File: config.mk
export PLATFORM = sky130hd
export DESIGN_NAME = ctrl_contatore_flat
export DESIGN_NICKNAME = d
export VERILOG_FILES = /design/src/rtl/ctrl_contatore_if.sv /design/src/rtl/ctrl_contatore.sv /design/src/flat_wrapper.sv
export SDC_FILE = /design/constraint.sdc
export NUM_CORES = 1
export LEC_CHECK = 0
export ABC_AREA = 1
export ABC_CLOCK_PERIOD_IN_PS = 1500
export CORE_ASPECT_RATIO = 1.25
export CORE_MARGIN = 2
export CORE_UTILIZATION = 35
export CTS_CLUSTER_SIZE = 12
export DETAILED_ROUTE_END_ITERATION = 12
export GPL_TIMING_DRIVEN = 1
export SLEW_MARGIN = 25
export SYNTH_ARGS = -nofsm -noshare
export SYNTH_HDL_FRONTEND = slang
export SYNTH_SLANG_ARGS = --single-unit
File: constraint.sdc
create_clock -name clock -period 1.5 [get_ports clock]
set_input_delay 0.225 -clock clock [delete_from_list [all_inputs] [get_ports clock]]
set_output_delay 0.225 -clock clock [all_outputs]
set_load 0.1 [all_outputs]
File: src/rtl/ctrl_contatore_if.sv
// Command/status bundle between control logic and the ctrl_contatore sequencer.
// The master side issues commands and programs the limit. The slave side is the sequencer.
interface ctrl_contatore_if #(
   parameter int N = 2
);
   logic         start;
   logic         pause;
   logic         stop;
   logic         periodic;
   logic [N-1:0] limit;
   logic [N-1:0] count;
   logic         cnt_en;
   logic         busy;
   logic         done;

   modport master (
      output start, pause, stop, periodic, limit,
      input  count, cnt_en, busy, done
   );

   modport slave (
      input  start, pause, stop, periodic, limit,
      output count, cnt_en, busy, done
   );
endinterface

File: src/rtl/ctrl_contatore.sv
// Start/pause/stop sequencer for an N-bit up-counter with a terminal compare.
// It runs in one-shot or periodic (auto-reload) mode and pulses done for one cycle at terminal count.
module ctrl_contatore #(
   parameter int N = 2
) (
   input  logic              clock,
   input  logic              reset_n,
   ctrl_contatore_if.slave   bus
);

   typedef enum logic [1:0] {
      IDLE  = 2'b00,
      RUN   = 2'b01,
      PAUSE = 2'b10,
      DONE  = 2'b11
   } state_t;

   localparam logic [N-1:0] ZERO = '0;
   localparam logic [N-1:0] ONE  = N'(1);

   state_t       state, state_next;
   logic [N-1:0] count, count_next;
   logic [N-1:0] limit_q, limit_next;
   logic         periodic_q, periodic_next;
   logic         done_q, done_next;
   logic         cnt_en;

   // NOTE: sequential state uses non-blocking assignments. Every register then updates from its pre-edge value.
   always_ff @(posedge clock or negedge reset_n) begin
      if (!reset_n) begin
         state      <= IDLE;
         count      <= ZERO;
         limit_q    <= ZERO;
         periodic_q <= 1'b0;
         done_q     <= 1'b0;
      end else begin
         state      <= state_next;
         count      <= count_next;
         limit_q    <= limit_next;
         periodic_q <= periodic_next;
         done_q     <= done_next;
      end
   end

   // Counting is suppressed in the same cycle that stop or pause is raised.
   assign cnt_en = (state == RUN) && !bus.stop && !bus.pause;

   // NOTE: every signal gets a default before the case statement. This means no path can infer a latch.
   always_comb begin
      state_next    = state;
      count_next    = count;
      limit_next    = limit_q;
      periodic_next = periodic_q;
      done_next     = 1'b0;

      unique case (state)
         IDLE: begin
            if (bus.stop) begin
               count_next = ZERO;
            end else if (bus.start) begin
               state_next    = RUN;
               count_next    = ZERO;
               limit_next    = bus.limit;
               periodic_next = bus.periodic;
            end
         end

         RUN: begin
            if (bus.stop) begin
               state_next = IDLE;
               count_next = ZERO;
            end else if (bus.pause) begin
               state_next = PAUSE;
            end else if (count == limit_q) begin
               // Reload comes from the compare and never from natural wrap. This means limit = 2^N-1 still fires.
               done_next = 1'b1;
               if (periodic_q) begin
                  count_next = ZERO;
               end else begin
                  state_next = DONE;
               end
            end else begin
               count_next = count + ONE;
            end
         end

         PAUSE: begin
            if (bus.stop) begin
               state_next = IDLE;
               count_next = ZERO;
            end else if (bus.start) begin
               state_next = RUN;
            end
         end

         DONE: begin
            if (bus.stop) begin
               state_next = IDLE;
               count_next = ZERO;
            end else if (bus.start) begin
               state_next    = RUN;
               count_next    = ZERO;
               limit_next    = bus.limit;
               periodic_next = bus.periodic;
            end
         end

         default: begin
            state_next = IDLE;
            count_next = ZERO;
         end
      endcase
   end

   assign bus.count  = count;
   assign bus.cnt_en = cnt_en;
   assign bus.busy   = (state == RUN) || (state == PAUSE);
   assign bus.done   = done_q;

endmodule

File: src/flat_wrapper.sv
// flat-port wrapper written by rule: the top's interface ports become plain ports
module ctrl_contatore_flat 
#(
   parameter int N = 2
)
  (clock, reset_n, bus_start, bus_pause, bus_stop, bus_periodic, bus_limit, bus_count, bus_cnt_en, bus_busy, bus_done);
  ctrl_contatore_if #(.N(N)) bus_i ();
  input  logic clock;
  input  logic reset_n;
  input wire logic [$bits(bus_i.start)-1:0] bus_start;
  input wire logic [$bits(bus_i.pause)-1:0] bus_pause;
  input wire logic [$bits(bus_i.stop)-1:0] bus_stop;
  input wire logic [$bits(bus_i.periodic)-1:0] bus_periodic;
  input wire logic [$bits(bus_i.limit)-1:0] bus_limit;
  output wire logic [$bits(bus_i.count)-1:0] bus_count;
  output wire logic [$bits(bus_i.cnt_en)-1:0] bus_cnt_en;
  output wire logic [$bits(bus_i.busy)-1:0] bus_busy;
  output wire logic [$bits(bus_i.done)-1:0] bus_done;
  assign bus_i.start = bus_start;
  assign bus_i.pause = bus_pause;
  assign bus_i.stop = bus_stop;
  assign bus_i.periodic = bus_periodic;
  assign bus_i.limit = bus_limit;
  assign bus_count = bus_i.count;
  assign bus_cnt_en = bus_i.cnt_en;
  assign bus_busy = bus_i.busy;
  assign bus_done = bus_i.done;
  ctrl_contatore #(.N(N)) u_core (.clock(clock), .reset_n(reset_n), .bus(bus_i));
endmodule
==> impl_metrics.env, run 1 <==
export IMPL_startpoint_type="flip-flop"
export IMPL_io_pins=13
export IMPL_fmax_mhz=620
export IMPL_ys_warn_count=0
export IMPL_drt_pass1_iterations=3
export IMPL_cap_viol_max_count=0
export IMPL_finalSetupViolations=2
export IMPL_worst_pin_slew_ns=0.361
export IMPL_max_clock_path_buffers=2
export IMPL_first_global_vias=597
export IMPL_skew_ns=0.00227
export IMPL_async_reset_ff_frac=1.00
export IMPL_ff2ff_path_depth=10
export IMPL_leakage_uw=0.000469
export IMPL_outcome="finished with violations"
export IMPL_netSwitchingFraction=0.497
export IMPL_setup_ws_ns=-0.114
export IMPL_grt_pass1_wl_um=2330
export IMPL_peakVddDrop_mv=1.86
export IMPL_drt_iter0_markers=7
export IMPL_synth_cell_type_count=16
export IMPL_synth_fp_nets=98
export IMPL_postSynthAreaPerCell_um2=7.27
export IMPL_fillers=159
export IMPL_p_int_uw=960
export IMPL_rsz0062_at_grt="yes"
export IMPL_wire_per_inst_um=10.7
export IMPL_synth_edf_count=0
export IMPL_cts_htree_levels=1
export IMPL_io_buffers=12
export IMPL_dieArea_um2=2100
export IMPL_grt_max_degree=9
export IMPL_regArea_um2=201
export IMPL_path_clk_slew_ns=0.05
export IMPL_syn_inst=84
export IMPL_overflow=0
export IMPL_power_per_cell_area_nw_per_um2=2050
export IMPL_cp_end_kind="output port"
export IMPL_crit_arrival_ns=1.39
export IMPL_cts_root_buf="clkbuf_4"
export IMPL_cp_max_fo=4
export IMPL_fin_util=0.582
export IMPL_fin_crit_sh=1.08
export IMPL_p_sw_uw=949
export IMPL_dpl_hpwl_um=1090
export IMPL_clkPwrFrac=0.090
export IMPL_drv_slew=0
export IMPL_multiInputGateArea_um2=389
export IMPL_critical_path_class="flip-flop to output port"
export IMPL_min_period_ns=1.61
export IMPL_antenna_found_initial=0
export IMPL_p_seq_frac=0.199
export IMPL_die_x_um=41.4
export IMPL_reg2reg_to="u_core.state[0]$_DFFE_PN0P_"
export IMPL_core_area_um2=1600
export IMPL_violations="setup timing"
export IMPL_grtUsageTotal=0.164
export IMPL_drt_vias_per_instance=4.66
export IMPL_p_total_uw=1910
export IMPL_drtAntennaViolNets=0
export IMPL_pre_cts_slack_ns=0.0187
export IMPL_synth_seq_cells=8
export IMPL_nNetsFinal=124
export IMPL_drive_gt1_frac=0.303
export IMPL_pwr_share_comb=0.711
export IMPL_via_count=592
export IMPL_critPathRequiredTime_ns=1.27
export IMPL_drcViolationCount=0
export IMPL_ys_seq_area_frac=0.328
export IMPL_areaGrowthSynthToFinish_pct=52.7
export IMPL_cts_sinks=8
export IMPL_row_count=16
export IMPL_worstSkewPairLatency_ns=0.25
export IMPL_regToRegSetupSlack_ns=0.03
export IMPL_wirelength_um=1360
export IMPL_reg2reg_from="u_core.state[1]$_DFFE_PN0P_"
export IMPL_slew_headroom=0.757
export IMPL_cts_buffers=3
export IMPL_syn_area_um2=611
export IMPL_worst_hold_path_type="input pin to async pin"
export IMPL_gp_routability_congestion=0.812
export IMPL_hold_violations=0
export IMPL_antenna_cells=0
export IMPL_hold_ws_ns=0.252
export IMPL_yosys_most_used_dff="dfrtp_1"
export IMPL_cts_tree="yes"
export IMPL_start_util=0.381
export IMPL_die_height_um=50.7
## registers in the layout, summed over array words and instances (netlist names)
| signal | flops |
|---|---|
| u_core.bus.done | 1 |
| u_core.bus.count | 2 |
| u_core.limit_q | 2 |
| u_core.state | 2 |
| u_core.periodic_q | 1 |
## kinds of logic after synthesis
group	synth area share
AND/OR/NAND/NOR	0.375
buffers and inverters	0.0861
flip-flops	0.328
AO/OA/AOI/OAI	0.0492
adder cells (fa/ha/maj)	0.123
XOR/XNOR	0.0143
multiplexers	0.0246
## power by group through the flow
stage                     Clock (uW)  Sequential (uW)  Combinational, uW
after global placement             0              386               1280
final                            171              381               1360
after floorplan                    0              507                726
after detailed placement           0              382               1300
after CTS                        182              382               1320
after global routing             198              395               1480
## final cells by class
type / count / area share
clock buffers: 4 / 0.0282
inverters: 11 / 0.0470
multi-input cells: 64 / 0.417
flip-flops and latches: 8 / 0.216
well taps: 18 / 0.0242
repair buffers: 22 / 0.267
## worst max-delay path, cell delays in order, from the launching register on
cell	delay, ns
dfrtp_1	0.39
inv_2	0.11
ha_4	0.14
inv_4	0.04
nor3_4	0.24
buf_12	0.21
## how the worst max path moves through the flow
| stage | start | slack (ns) | cells after the start | to |
|---|---|---|---|---|
| after floorplan | u_core.state[1]$_DFFE_PN0P_ | -0.42 | 8 | u_core.state[0]$_DFFE_PN0P_ |
| after global placement | bus_start | 0.04 | 7 | u_core.bus.count[0]$_DFFE_PN0P_ |
| after detailed placement | bus_stop | 0.02 | 8 | u_core.state[1]$_DFFE_PN0P_ |
| after CTS | u_core.state[1]$_DFFE_PN0P_ | -0.14 | 5 | bus_cnt_en |
| after global routing | u_core.state[1]$_DFFE_PN0P_ | -0.18 | 5 | bus_cnt_en |
| final | u_core.state[1]$_DFFE_PN0P_ | -0.11 | 5 | bus_cnt_en |
## routing by layer
layer  wire, um  GRT usage  vias up
met5          0          0        -
met4         68      0.134        0
met3         48     0.0177        7
met2        674      0.258       18
met1        564      0.182      258
li1           -          -      309
## through the flow
| step | cells | TNS (ns) | cell area, um^2 |
|---|---|---|---|
| floorplan | 84 | -2.17 | 631 |
| global placement | 120 | 0 | 865 |
| detailed placement | 120 | 0 | 865 |
| CTS | 125 | -0.259 | 901 |
| global route | 127 | -0.517 | 932 |
| finish | 127 | -0.207 | 932 |
## cells in the mapped netlist, types with 3 or more instances
cell type	n	area, um^2
nand3_1	6	30.0
a21oi_1	3	15.0
dfrtp_1	8	200
ha_1	6	75.1
o21ai_0	3	15.0
nand2_1	27	101
nand2_2	3	18.8
nor2_1	10	37.5
inv_1	11	41.3
## placed cells by master (no fill, tap or decap)
cell / n
xnor2_1: 1
nor2_1: 10
nor3b_2: 1
o21ai_0: 3
clkbuf_1: 1
buf_4: 9
clkbuf_4: 3
buf_6: 1
nor4_1: 1
clkdlybuf4s50_1: 7
dfrtp_2: 1
nand3_2: 1
inv_1: 9
inv_2: 1
dfrtp_1: 7
buf_12: 5
ha_1: 4
nand2_2: 4
nand3_1: 5
ha_4: 1
nor3_4: 1
a21oi_1: 2
inv_4: 1
nand2_1: 26
nor2_4: 1
a21oi_2: 1
ha_2: 1
mux2_4: 1
## timing repair
action | CTS | global route
buffers inserted | 1 | 2
resized for setup | 1 | 4
pin swaps | 1 | 4
hold buffers | 0 | 0
endpoints found under the setup margin | 2 | 6
(Power assumes the default switching activity.)
==> run 2: changes to the inputs <==
- ABC_CLOCK_PERIOD_IN_PS: 1500 -> 1800
- SLEW_MARGIN: 25 -> 15
- clock period: 1.5 -> 1.8 ns (I/O delays scaled with it)
==> impl_metrics.env, run 2 (synthesis results as in run 1) <==
export IMPL_max_clock_path_buffers=2
export IMPL_cts_sinks=8
export IMPL_drt_pass1_iterations=2
export IMPL_power_per_cell_area_nw_per_um2=1710
export IMPL_drt_iter0_markers=9
export IMPL_p_seq_frac=0.223
export IMPL_first_global_vias=545
export IMPL_nNetsFinal=117
export IMPL_cts_htree_levels=1
export IMPL_p_sw_uw=752
export IMPL_skew_ns=0.000333
export IMPL_clkPwrFrac=0.090
export IMPL_drtAntennaViolNets=0
export IMPL_grt_pass1_wl_um=2130
export IMPL_grtUsageTotal=0.151
export IMPL_cp_max_fo=6
export IMPL_overflow=0
export IMPL_outcome="complete, no violations"
export IMPL_dpl_hpwl_um=1010
export IMPL_start_util=0.381
export IMPL_worst_hold_path_type="input pin to async pin"
export IMPL_ff2ff_path_depth=8
export IMPL_gp_routability_congestion=0.792
export IMPL_pwr_share_comb=0.687
export IMPL_cts_buffers=3
export IMPL_areaGrowthSynthToFinish_pct=38.3
export IMPL_io_pins=13
export IMPL_peakVddDrop_mv=1.40
export IMPL_final_cell_mix="27 x nand2_1, 10 x nor2_1, 9 x inv_1, 7 x clkdlybuf4s50_1, 7 x dfrtp_1"
export IMPL_reg_top3="u_core.bus.count: 2 flops, u_core.limit_q: 2 flops, u_core.state: 2 flops"
export IMPL_wire_per_inst_um=10.2
export IMPL_cts_tree="yes"
export IMPL_fmax_mhz=580
export IMPL_antenna_cells=0
export IMPL_wirelength_um=1210
export IMPL_reg2reg_from="u_core.state[1]$_DFFE_PN0P_"
export IMPL_layout_commonest_cell="nand2_1"
export IMPL_cap_viol_max_count=0
export IMPL_netSwitchingFraction=0.521
export IMPL_crit_arrival_ns=1.45
export IMPL_regToRegSetupSlack_ns=0.24
export IMPL_drcViolationCount=0
export IMPL_core_area_um2=1600
export IMPL_worst_pin_slew_ns=0.360
export IMPL_cp_end_kind="output port"
export IMPL_min_period_ns=1.72
export IMPL_drive_gt1_frac=0.228
export IMPL_rsz0062_at_grt="no"
export IMPL_critical_path_class="flip-flop to output port"
export IMPL_p_total_uw=1440
export IMPL_fin_cells=119
export IMPL_fillers=167
export IMPL_reg2reg_to="u_core.bus.count[0]$_DFFE_PN0P_"
export IMPL_slew_headroom=0.759
export IMPL_hold_violations=0
export IMPL_leakage_uw=0.000422
export IMPL_fin_crit_sh=0.957
export IMPL_finalSetupViolations=0
export IMPL_critPathRequiredTime_ns=1.53
export IMPL_via_count=551
export IMPL_dp_cells=115
export IMPL_row_count=16
export IMPL_p_int_uw=691
export IMPL_die_height_um=50.7
export IMPL_die_x_um=41.4
export IMPL_worstSkewPairLatency_ns=0.24
export IMPL_dieArea_um2=2100
export IMPL_grt_max_degree=9
export IMPL_antenna_found_initial=0
export IMPL_startpoint_type="flip-flop"
export IMPL_io_buffers=12
export IMPL_drt_vias_per_instance=4.63
export IMPL_drv_slew=0
export IMPL_hold_buffers=0
export IMPL_path_clk_slew_ns=0.05
export IMPL_cts_root_buf="clkbuf_4"
==> run 2: worst max-delay path by stage <==
| stage | slack [ns] | start | end |
|---|---|---|---|
| after floorplan | -0.12 | u_core.state[1]$_DFFE_PN0P_ | u_core.state[0]$_DFFE_PN0P_ |
| after global placement | 0.21 | u_core.state[1]$_DFFE_PN0P_ | u_core.bus.count[0]$_DFFE_PN0P_ |
| after detailed placement | 0.21 | u_core.state[1]$_DFFE_PN0P_ | u_core.bus.count[0]$_DFFE_PN0P_ |
| after CTS | 0.04 | u_core.state[1]$_DFFE_PN0P_ | bus_cnt_en |
| after global routing | 0.005 | u_core.state[1]$_DFFE_PN0P_ | bus_cnt_en |
| final | 0.08 | u_core.state[1]$_DFFE_PN0P_ | bus_cnt_en |
==> run 2: worst max-delay path, cell delays in order (launching register included) <==
cell and delay (ns):
dfrtp_2 0.44, inv_2 0.11, ha_4 0.13, inv_2 0.05, nor3_4 0.26, buf_12 0.21
==> run 2: timing repair <==
item                                    in CTS  in global routing
endpoints found under the setup margin       1                  1
pin swaps                                    1                  0
setup buffers                                1                  0
resized for setup                            0                  1
==> run 2: power by group through the flow <==
stage                     clock, uW  sequential (uW)  combinational, uW
after floorplan                   0              420                606
after global placement            0              322                992
after detailed placement          0              323                989
after CTS                       135              322                999
after global routing            151              337               1080
final                           130              322                992
==> run 2: through the flow <==
| stage | setup TNS, ns | hold WS, ns | cell area [um^2] | util | setup slack (ns) |
|---|---|---|---|---|---|
| after floorplan | -0.282 | -0.0256 | 629 | - | -0.122 |
| after global placement | 0 | 0.535 | 813 | 0.508 | 0.206 |
| after detailed placement | 0 | 0.534 | 813 | 0.508 | 0.214 |
| after CTS | 0 | 0.314 | 843 | 0.527 | 0.0354 |
| after global routing | 0 | 0.325 | 845 | 0.527 | 0.00454 |
| final | 0 | 0.303 | 845 | 0.527 | 0.0767 |
==> run 2: layer usage <==
metal / share of wire / track usage
met5: 0 / 0
met4: 0.017 / 0.0968
met3: 0.037 / 0.0133
met2: 0.51 / 0.242
met1: 0.44 / 0.181
==> run 2: cell type report <==
cell class                      count  area [um^2]  area share
Multi-Input combinational cell     64          377       0.446
Sequential cell                     8          201       0.239
Timing Repair Buffer               15          180       0.213
Inverter                           11         41.3      0.0489
Clock buffer                        3         22.5      0.0267
Tap cell                           18         22.5      0.0267
==> variant (config.mk and constraints of run 2) <==
Reset style: synchronous (`reset_n`), changed in one clocked block.
--- a/src/rtl/ctrl_contatore.sv
+++ b/src/rtl/ctrl_contatore.sv
@@ -26,7 +26,7 @@
    logic         cnt_en;
 
    // NOTE: sequential state uses non-blocking assignments. Every register then updates from its pre-edge value.
-   always_ff @(posedge clock or negedge reset_n) begin
+   always_ff @(posedge clock) begin
       if (!reset_n) begin
          state      <= IDLE;
          count      <= ZERO;
Check against the original RTL: differs if reset_n is asserted again (counterexample within 4 cycles, from zero or initial values and one cycle with reset_n low); with reset_n held inactive, the same outputs for 10 cycles.
==> variant against run 2 <==
Cell area increased by 0.30%; via count increased by 8.7%; routed wire length grew 8.1%; sequential cell count unchanged; setup slack better by 0.075 ns; critical path type unchanged; core utilization shrank 3.6 points; synthesized area is 2.5% higher; hold slack gained 0.16 ns; largest cell class unchanged; final cell count grew 9.2%.
Power is not compared: it rests on default switching activity, and its combinational part moved more than twofold at a synthesized area within 25%.
==> variant: results (changes against run 2) <==
outcome:
  status: "complete, no violations"
logic_synthesis:
  synth_common_cells: "nand2_1, inv_1, dfxtp_1"
  netlist_instances: 94  # +12%
  avgSynthCellArea_sq_um: 6.655  # -8.4%
  ys_types: 18  # +2
  synth_area_leaders: "dfxtp_1, nand2_1, ha_1"
  async_reset_ff_share_pct: 0  # -100 points
grt:
  grt_max_degree: 10  # +1
  grt.total_usage_pct: 13.73  # -1.4 points
drt:
  drt_first_pass_iters: 3  # +1
  drt-initial-drc-count: 2  # -7
  wirelength_um: 1309  # +8.1%
critical_path:
  startpoint: "u_core.state[0]$_SDFFE_PN0P_"
  cp_slowest_cell: "dfxtp_1"
  crit_fanout: 5  # -1
  r2r-start: "u_core.state[1]$_SDFFE_PN0P_"
  cp.arrival_ns: 1.38  # -0.07 ns
  cpPeakStageDelay_ns: 0.35  # -0.09 ns
final_layout:
  multi_input_area_sq_um: 382.9  # +1.7%
  utilization_pct: 49.16  # -3.6 points
  clock_area_share_pct: 2.659  # -0.0079 points
  drive_above_1_share_pct: 27.03  # +4.3 points
sta:
  period_minus_slack_ns: 1.648  # -0.07492 ns
  finClkSkew_ns: 0.003364  # +0.003032 ns
placement:
  placed_cells: 127  # +10%
  place_ws_ns: 0.2628  # +0.04883 ns
  dpl.hpwl_um: 1108  # +10%
  place_area_sq_um: 824.5  # +1.4%
[variant: cell count changes after synthesis, moves of 2 or more]
cell	delta
inv_1	+5
nand2_1	-5
dfxtp_1	+8
o21ai_0	+2
nor2_1	-6
nand4_1	+5
inv_2	+5
a21oi_2	+2
dfrtp_1	-8
nand2_2	+4
nand3_1	-2
[variant: metal layers]
| layer | vias up | wire (um) | global-route usage [%] |
|---|---|---|---|
| li1 | 330 | - | - |
| met1 | 260 | 554 | 13.92 |
| met2 | 9 | 704 | 26.30 |
| met3 | 0 | 50 | 3.887 |
| met4 | 0 | 0 | 4.839 |
| met5 | - | 0 | 0 |
[variant: cell families after synthesis]
logic type                 Yosys count  synth area share, %
AOI/OAI and AO/OA                   12                12.00
adders and majority gates            6                12.00
DFF                                  8                25.60
buffers and inverters               22                13.60
and+or+nand+nor                     46                36.80
[variant: critical path: cells and delay by family, from the launching register on]
kind          cells  cell delay (ns)
flops             1             0.35
buf+inv           2             0.34
simple gates      2             0.22
fa+ha+maj         1             0.21
